`src/rtl/pc_unit.sv`:
```
// pc_unit: IF-stage program counter with a circular return-address stack.
// Selects the next fetch address from reset vector, exception vector, branch
// target, RAS prediction, jump target or sequential increment, honouring the
// start_i run enable and the PCWrite_i hazard stall.
//
// Ports:
//   clk_i            clock, all state updates on the rising edge
//   rst_i            synchronous active-high reset
//   start_i          run enable; low freezes PC and RAS
//   PCWrite_i        advance enable; low stalls (exceptions still taken)
//   exc_i            exception redirect to EXC_VEC
//   branch_i         taken-branch redirect to branch_target_i
//   jump_i           direct jump to jump_target_i
//   call_i           push ret_addr_i onto the RAS
//   ret_i            return; pop RAS, or use ret_target_i when RAS is empty
//   pc_o             current fetch address (registered)
//   pc_plus4_o       pc_o + 4 (combinational)
//   valid_o          pc_o is a live fetch address (sticky until reset)
//   ras_empty_o      RAS holds no entries
//   ras_full_o       RAS holds RAS_DEPTH entries
module pc_unit #(
    parameter int unsigned WIDTH     = 32,
    parameter logic [31:0] RESET_VEC = 32'h0000_0000,
    parameter logic [31:0] EXC_VEC   = 32'h0000_0080,
    parameter int unsigned RAS_DEPTH = 4
) (
    input  logic             clk_i,
    input  logic             rst_i,
    input  logic             start_i,
    input  logic             PCWrite_i,
    input  logic             exc_i,
    input  logic             branch_i,
    input  logic [WIDTH-1:0] branch_target_i,
    input  logic             jump_i,
    input  logic [WIDTH-1:0] jump_target_i,
    input  logic             call_i,
    input  logic [WIDTH-1:0] ret_addr_i,
    input  logic             ret_i,
    input  logic [WIDTH-1:0] ret_target_i,
    output logic [WIDTH-1:0] pc_o,
    output logic [WIDTH-1:0] pc_plus4_o,
    output logic             valid_o,
    output logic             ras_empty_o,
    output logic             ras_full_o
);

    localparam int unsigned PTR_W = $clog2(RAS_DEPTH);
    localparam int unsigned CNT_W = $clog2(RAS_DEPTH + 1);

    localparam logic [WIDTH-1:0] RESET_PC = WIDTH'(RESET_VEC);
    localparam logic [WIDTH-1:0] EXC_PC   = WIDTH'(EXC_VEC);
    localparam logic [CNT_W-1:0] CNT_MAX  = CNT_W'(RAS_DEPTH);

    logic [WIDTH-1:0] pc_q,    pc_d;
    logic             valid_q, valid_d;
    logic [PTR_W-1:0] ptr_q,   ptr_d;
    logic [CNT_W-1:0] cnt_q,   cnt_d;

    logic [WIDTH-1:0] ras_mem [RAS_DEPTH];
    logic             ras_we;
    logic [PTR_W-1:0] ras_waddr;
    logic             pop;
    logic             push;
    logic             empty;
    logic             full;

    assign empty       = (cnt_q == '0);
    assign full        = (cnt_q == CNT_MAX);
    assign pc_o        = pc_q;
    assign valid_o     = valid_q;
    assign pc_plus4_o  = pc_q + WIDTH'(4);
    assign ras_empty_o = empty;
    assign ras_full_o  = full;

    // Next-state selection; reset is applied in the register process.
    always_comb begin
        pc_d      = pc_q;
        valid_d   = valid_q;
        ptr_d     = ptr_q;
        cnt_d     = cnt_q;
        ras_we    = 1'b0;
        ras_waddr = ptr_q;
        pop       = 1'b0;
        push      = 1'b0;

        if (!rst_i && start_i) begin
            valid_d = 1'b1;
            if (exc_i) begin
                // Exception flushes the prediction stack; pointer position is irrelevant.
                pc_d  = EXC_PC;
                cnt_d = '0;
            end else if (PCWrite_i) begin
                push = call_i & ~branch_i;

                if (branch_i) begin
                    pc_d = branch_target_i;
                end else if (ret_i) begin
                    if (empty) begin
                        pc_d = ret_target_i;
                    end else begin
                        pc_d = ras_mem[ptr_q];
                        pop  = 1'b1;
                    end
                end else if (jump_i) begin
                    pc_d = jump_target_i;
                end else begin
                    pc_d = pc_plus4_o;
                end

                if (pop && push) begin
                    // Pop then push lands in the same slot: replace top in place.
                    ras_we    = 1'b1;
                    ras_waddr = ptr_q;
                end else if (push) begin
                    // When full the increment wraps onto the oldest entry.
                    ptr_d     = ptr_q + PTR_W'(1);
                    ras_we    = 1'b1;
                    ras_waddr = ptr_d;
                    if (!full) begin
                        cnt_d = cnt_q + CNT_W'(1);
                    end
                end else if (pop) begin
                    ptr_d = ptr_q - PTR_W'(1);
                    cnt_d = cnt_q - CNT_W'(1);
                end
            end
        end
    end

    // State registers with synchronous reset.
    always_ff @(posedge clk_i) begin
        if (rst_i) begin
            pc_q    <= RESET_PC;
            valid_q <= 1'b0;
            ptr_q   <= '0;
            cnt_q   <= '0;
        end else begin
            pc_q    <= pc_d;
            valid_q <= valid_d;
            ptr_q   <= ptr_d;
            cnt_q   <= cnt_d;
        end
    end

    // RAS storage; contents are don't-care after reset.
    always_ff @(posedge clk_i) begin
        if (ras_we) begin
            ras_mem[ras_waddr] <= ret_addr_i;
        end
    end

endmodule

```
`config.mk`:
```
export PLATFORM = sky130hd
export DESIGN_NAME = pc_unit
export DESIGN_NICKNAME = d
export VERILOG_FILES = /design/src/rtl/pc_unit.sv
export SDC_FILE = /design/constraint.sdc
export NUM_CORES = 1
export LEC_CHECK = 0
export CORE_MARGIN = 3
export CORE_UTILIZATION = 50
export DETAILED_ROUTE_END_ITERATION = 8
export PLACE_DENSITY = 0.78
export SYNTH_ARGS = -nofsm -noshare
export SYNTH_HDL_FRONTEND = slang
export SYNTH_SLANG_ARGS = --single-unit
```
`constraint.sdc`:
```
create_clock -name clk_i -period 4.1 [get_ports clk_i]
set_clock_uncertainty 0.2 [all_clocks]
set_input_delay 0.41 -clock clk_i [delete_from_list [all_inputs] [get_ports clk_i]]
set_output_delay 0.41 -clock clk_i [all_outputs]
set_load 0.01 [all_outputs]
```
==> results, run 1 <==
- For the worst setup path, the data arrival time is ~3 ns.
- The insertion delay to the later sink of the worst-skew pair is between 0.4 and 0.5 ns.
- The floorplan step defined a core boundary enclosing around 16000 µm².
- The routed length per instance is between 20 and 25 µm.
- The share of cells above drive strength 1 is a little over an eighth.
- Once routing completed, OpenROAD measured the worst setup slack at between 0.4 and 0.5 ns.
- The post-CTS setup repair buffer count is 0.
- The clock-pin slew of the registers on the worst-case setup and hold paths is roughly 0.07 ns.
- The post-synthesis sequential element count is 168.
- The critical path is of the reg2out type.
- For this configuration, the core starts out at a cell density of between 50% and 60%.
- The worst-path maximum fanout is 12.
- The fraction of the core area covered by cells at the end of the flow is a little under 70%.
- The H-tree depth is 4.
- For this run, the detailed router's first-pass iteration total came to 5.
- The maximum cell stage delay along the critical path is ~0.52 ns.
- Clock tree synthesis selected as its root buffer the cell clkbuf_16.
- The largest individual stage delay along the critical path comes from the cell nand4_1.
- The cell taking the most area after synthesis is edfxtp_1.
- The area occupied by registers is about 4600 µm².
- The pre-CTS worst setup slack is 0.688 ns.
- The number of instances resized during post-cts repair is 0.
- Routability-driven placement finished with a final weighted congestion of roughly 0.94.
- The number of cells on the worst reg-to-reg path is 6.
- The final hold violation count was 0.
- The finished cells cover roughly 11000 µm².
- The number of enable flip-flop cells after synthesis is about 130.
- After legalization and detailed placement, the total HPWL measured around 18000 µm.
- Hold timing on the final database bottoms out at a slack of ~0.28 ns.
- The post-layout total power is roughly 3.8 mW.
- The type of the most critical hold path is reg2reg.
- The relative max-transition margin is 37.6%.
- The number of max-slew violations in the final report came to 0.
- For this design the static power due to leakage is approximately 3.7 nW.
- At the pin with the least slew margin, the transition time is 0.935 ns.
- In this run the vertical extent of the chip is 134 µm.
- When the netlist entered floorplanning its net count stood at approximately 800.
- Setup violations remaining at the end of the flow were counted as 0.
- The fraction of registers with async set/reset is 0%.
- The number of cells traversed by the worst hold path is 2.
- The worst voltage drop across the vdd grid is approximately 370 µV.
- Compared with the post-synthesis result, the final layout area differs by 34.1%.
- The final critical path takes up slightly below 90% of the cycle.
- The post-route DRC violation count is 0.
- The via count normalized by instance count is 6.23.
- The die outline width is approximately 130 µm.
- Synthesis handed over a netlist of 655 instances.
- The buffer levels on the longest clock path is 2.
- The first global-routing pass estimated 38000 µm of wire.
- Setup repair after global routing left no endpoint under its margin.
- The maximum number of pins on one net before global-route repair is 33.
- The finished layout holds between 1000 and 1500 standard cells, fillers aside.
- During synthesis, Yosys emitted a total of 0 warnings.
- The number of buffers created by CTS is 17.
- The number of global-route vias before repair is 6617.
- The die covers approximately 18000 µm².
- The power per standard cell area is roughly 350 nW/µm².
- The synthesized netlist contains 76 unique library cells.
- For this block, the via count after detailed routing is around 6700.
- The number of antenna violations at the first check in global routing is 0.
- STA classifies the critical path endpoint as an output port.
- Yosys attributes the largest share of cell area to edfxtp_1, dfxtp_1, mux4_2.
- The minimum clock period is ~3.7 ns.
- After the last flow step, the layout net total stands at between 900 and 1000.
- The routed design has ~25000 µm of wire.
- The critical path goes through and3_1 -> nand4_1 -> o31a_1 -> or2_2 -> clkdlybuf4s50_1.
- For this block, the initial DRC count from the detailed router was about 560.
- The number of buffers inserted by hold repair at cts is 0.
- The cell count after placement is ~1000.
- The overall global routing resource usage is 27.9%.
- The TritonCTS clock tree is done.
- In the final layout, the multi-input gates occupy approximately 3300 µm².
- The most used standard cell by instance count after synthesis is edfxtp_1.
- The count of antenna diodes in the layout is 0.
- The critical path required time is 3.49 ns.
- The share of the synthesized area in the top cell type is a little under half.
- Summing the sequential cell areas from Yosys gives 56.7% of the chip area.
- The total congestion overflow after global routing is 0.
- The maximum clock frequency is 273 MHz.
- Summing every instance area after synthesis gives ~8000 µm².
- For this design, the sink count on the clock tree is roughly 170.
- The placed cell area is ~10000 µm².
- The count of filler cells inserted in the layout is roughly 1100.
- In this run the mean area of a mapped cell was between 10 and 15 µm².
- The run finished with clean final reports.
- Counting instances in the post-synthesis netlist gives the leading cell types as edfxtp_1, nand2_1, dfxtp_1, o21ai_0, mux4_2.
- Once detail routing completed, the nets flagged for antenna violations numbered 0.
- In this run the count of I/O pins placed on the die edge is between 200 and 250.
- In this run the core area contains 46 standard-cell rows.
- The port buffer count is 203.
- The most frequently used flop master after synthesis is edfxtp_1.
- The aggregate negative setup slack is 0 ns.
- The worst setup path is launched from a register.
- Across the run, the number of max-cap violations was 0.
==> layout by cell type, fill, tap and decap left out, drive strengths merged, types with 4 or more instances in the layout <==
| cell | count |
|---|---|
| o21ai | 34 |
| nand3 | 22 |
| nor4 | 7 |
| mux4 | 32 |
| or2 | 8 |
| or3 | 6 |
| nand2b | 9 |
| and4 | 6 |
| a222oi | 4 |
| nor3 | 7 |
| mux2 | 5 |
| nor2 | 24 |
| xnor2 | 14 |
| nand4 | 12 |
| edfxtp | 128 |
| a31oi | 14 |
| a21oi | 13 |
| a22oi | 8 |
| a21o | 7 |
| dfxtp | 40 |
| o221ai | 12 |
| o31a | 4 |
| o31ai | 11 |
| a221o | 5 |
| o211ai | 7 |
| and2 | 10 |
| clkbuf | 17 |
| a211oi | 8 |
| buf | 18 |
| mux2i | 8 |
| inv | 23 |
| xor2 | 8 |
| clkdlybuf4s50 | 203 |
| nor2b | 6 |
| nand2 | 74 |
==> worst max-delay path, delay by kind of cell, from the launching register on <==
family | cells | cell delay [ns]
AO/OA/AOI/OAI | 1 | 0.47
buffers and inverters | 1 | 0.48
flip-flops | 1 | 0.43
AND/OR/NAND/NOR | 3 | 1.25
==> path summary, 6_finish.rpt <==
check | startpoint | to | slack [ns]
hold / removal | valid_o$_SDFFE_PP0P_ | valid_o$_SDFFE_PP0P_ | 0.28
hold reg to reg | valid_o$_SDFFE_PP0P_ | valid_o$_SDFFE_PP0P_ | 0.28
setup / recovery | pc_o[5]$_SDFFE_PP0P_ | pc_plus4_o[28] | 0.43
setup reg to reg | register | pc_o[27]$_SDFFE_PP0P_ | 1.25
==> kinds of logic (layout without fill, tap and decap cells) <==
group / after synthesis / in the layout / synth area share [%]
and+or+nand+nor: 202 / 202 / 12.9
DFF: 168 / 168 / 56.7
AOI/OAI and AO/OA: 153 / 153 / 13.3
buffers and inverters: 61 / 267 / 3.59
muxes: 45 / 45 / 10.5
xor gates and xnor gates: 22 / 22 / 2.35
adders and majority gates: 4 / 4 / 0.703
==> sequential cells by signal (all words and copies together) (netlist names), named ones only <==
name and cells:
pc_o 32, valid_o 1, ptr_q 2, cnt_q 3, ras_mem 128
==> where the power goes <==
group          switching, mW  leakage [nW]  internal [mW]  total (mW)
sequential            0.0227          1.48           1.84        1.86
clock                  0.711         0.282          0.862        1.57
combinational          0.180          1.89          0.219       0.399
total                  0.914          3.65           2.92        3.84
==> layout make-up <==
| class | count | share of cell area, % |
|---|---|---|
| inverter | 14 | 0.478 |
| multi-input combinational | 426 | 29.8 |
| clock buffer | 17 | 3.87 |
| clock inverter | 15 | 1.42 |
| tap | 216 | 2.46 |
| timing repair buffer | 221 | 19.7 |
| sequential | 168 | 42.3 |
==> per-layer routing <==
layer	share of wire (%)	GRT usage (%)	vias to the layer above	wire, µm
met5	0	0	-	0
met4	3.0	10.8	0	749
met3	8.5	6.53	49	2130
met2	49	45.0	372	12300
met1	40	36.9	3348	9930
li1	-	-	2946	-
(Power assumes the default switching activity.)
==> run 2: changes to the inputs <==
CORE_ASPECT_RATIO = 1.5   (was unset)
CTS_CLUSTER_DIAMETER = 80   (was unset)
SETUP_SLACK_MARGIN = 0.05   (was unset)
==> run 2 against run 1 <==
Compared with the run above:
- via count fell by 2.0%
- clock power barely moved
- worst hold slack improved by 0.010 ns
- non-clock buffer count did not move
- routed wire length barely moved
- utilization rose by 0.35 points
- global-route usage fell by 0.071 points
- die area rose by 0.18%
- combinational power barely moved
- largest cell class unchanged
==> results, run 2 (synthesis results as in run 1) <==
- The aggregate negative setup slack is 0 ns (unchanged).
- The detailed-router iteration count before antenna repair came to 5 (unchanged).
- The power per standard cell area came to 347 nW/µm² (-0.54%).
- The worst setup path is captured at an output port.
- The number of buffers created by CTS is 17 (unchanged).
- The first-iteration detailed-routing DRC count came to 563 (unchanged).
- The number of nets still failing antenna checks after routing came to 0 (unchanged).
- The TritonCTS clock tree is done.
- Leaving out fill and tap cells, the most frequent cells in the layout are clkdlybuf4s50_1, edfxtp_1, nand2_1.
- The die outline width is 111 µm (-18%).
- The number of max-slew violations in the final report is 0 (unchanged).
- The count of antenna diodes in the layout is 0 (unchanged).
- The routed length per instance is 23.6 µm (+1.1%).
- The overall die area is 18000 µm² (+0.18%).
- The final number of setup-violating endpoints is 0 (unchanged).
- The maximum cell stage delay along the critical path is 0.54 ns (+0.02 ns).
- The critical setup path kind is reg2out.
- The worst hold path begins at valid_o$_SDFFE_PP0P_.
- The number of antenna violations at the first check in global routing is 0 (unchanged).
- The leakage power summed over all cells is 3.66 nW (about the same).
- The slew at the pin closest to its max-slew limit came to 0.736 ns (-0.199 ns).
- The net total in the final layout was 989 (unchanged).
- The buffer levels on the longest clock path was 2 (unchanged).
- The signal on the critical path passes through and3_1 -> nand4_1 -> o31a_1 -> or2_2 -> clkdlybuf4s50_1.
- The effective utilization at floorplan came to 51.7% (+0.35 points).
- The type of the most critical hold path is reg2reg.
- Setup repair after global routing left no endpoint under its margin.
- Compared with the post-synthesis result, the final layout area differs by 33.9%.
- The floorplan core area is 15800 µm² (-0.67%).
- The minimum clock period came to 3.66 ns (-0.00722 ns).
- The worst hold slack across all endpoints is 0.292 ns (+0.00998 ns).
- The relative max-transition margin is 50.8% (+13 points).
- In this run the clock root is driven by a clkbuf_16.
- The routability congestion estimate is 0.985 (+4.7%).
- The post-route DRC violation count is 0 (unchanged).
- The clock-pin slew of the registers on the worst-case setup and hold paths is 0.07 ns (about the same).
- The number of top-level design ports came to 204 (unchanged).
- The critical path required time is 3.49 ns (about the same).
- The number of flip-flops under the largest register name is 128 (unchanged).
- The total wire length is 25100 µm (about the same).
- The flow ran to the end, and the final reports show no timing, DRC or antenna violations.
- The final hold violation count is 0 (unchanged).
- The clock net sink count is 168 (unchanged).
- The via count normalized by instance count is 6.18 (-0.81%).
- The buffering stage count on the worst path with inverters included is 1 (unchanged).
- The most common cell after layout, fill and taps aside is clkdlybuf4s50_1.
- The worst-path maximum fanout was 12 (unchanged).
- The total congestion overflow after global routing is 0 (unchanged).
- The gate family responsible for the most delay along the worst path is simple AND/OR/NAND/NOR gates.
- The element type at the critical path start is a register.
- The count of filler cells inserted in the layout is 1175 (+4.3%).
- The global-route wire length before repair is 38300 µm (+0.73%).
- The number of non-filler instances in the completed layout is 1064 (-1.2%).
- The maximum clock frequency came to 273 MHz (+0.20%).
- The insertion delay to the later sink of the worst-skew pair is 0.43 ns (about the same).
- The die extent in y is 163 µm (+21%).
- The number of cell rows is 56 (+22%).
- Tracing the worst setup path back leads to its startpoint at pc_o[5]$_SDFFE_PP0P_.
- The pre-CTS worst setup slack was 0.757 ns (+0.0683 ns).
- The arrival time at the worst endpoint is 3.05 ns (about the same).
- The port buffer count is 203 (unchanged).
- The total via count in the routed design is 6580 (-2.0%).
- The number of buffers inserted by hold repair at cts is 0 (unchanged).
- The overall global routing resource usage was 27.8% (-0.071 points).
- The placed wire-length estimate after detailed placement is 18100 µm (-0.95%).
- The fraction of the core area covered by cells at the end of the flow was 69.3% (+0.35 points).
- The number of maximum-capacitance violations came to 0 (unchanged).
- The H-tree depth came to 4 (unchanged).
- The slowest stage of the critical path is the nand4_1 cell.
- The cell count after placement is 1032 (-1.2%).
- The post-CTS setup repair buffer count is 0 (unchanged).
- The share of cells above drive strength 1 is 13.1% (unchanged).
- The part of the cycle the worst path needs is 89.3% (-0.18 points).
- The number of global-route vias before repair is 6657 (+0.60%).
- More flip-flops sit in one register than any other, and that register is ras_mem.
- The worst voltage drop across the vdd grid is 248 µV (-33%).
- The maximum number of pins on one net before global-route repair is 33 (unchanged).
- The number of instances resized during post-cts repair came to 0 (unchanged).
- The least setup slack across all paths after layout is 0.441 ns (+0.00722 ns).
[run 2: cell types whose count changed in the layout (fill, tap and decap cells not counted), sizes merged]
cell / delta
clkinv: +3
bufinv: -1
clkinvlp: -1
inv: -1
[run 2: area by class of cell]
class	count	area [µm²]	share of cell area (%)
inverters	14	52.6	0.479
clock inverters	15	154	1.40
well taps	203	254	2.31
flip-flops and latches	168	4650	42.3
clock buffers	17	425	3.88
repair buffers	221	2170	19.8
multi-input cells	426	3270	29.8
[run 2: tightest hold or removal path: stages, from the launching register on]
cell,delay (ns)
dfxtp_1,0.34
nor2_1,0.05
nor2_1,0.07
[run 2: per-stage QoR]
stage                     total power [mW]  instance area, µm²
after global placement                2.29               10400
after floorplan                       2.04                8190
after CTS                             3.84               11000
final                                 3.81               11000
after global routing                  3.92               11000
after detailed placement              2.29               10400
[run 2: report_power, final]
part	internal (mW)	switching [mW]
clock network	0.814	0.732
logic	0.218	0.181
registers	1.84	0.0226
[run 2: path summary, 6_finish.rpt]
path	to	slack, ns	depth (start not counted)
worst max-delay path	pc_plus4_o[28]	0.44	5
worst min-delay path	valid_o$_SDFFE_PP0P_	0.29	2
worst max register to register	pc_o[13]$_SDFFE_PP0P_	1.44	5
worst min register to register	valid_o$_SDFFE_PP0P_	0.29	2
[run 2: routing by layer]
layer	track usage, %	wire [µm]	up-vias
li1	-	-	2953
met1	33.6	9320	3204
met2	47.9	13000	354
met3	4.83	1680	69
met4	14.2	1100	0
met5	0	0	-
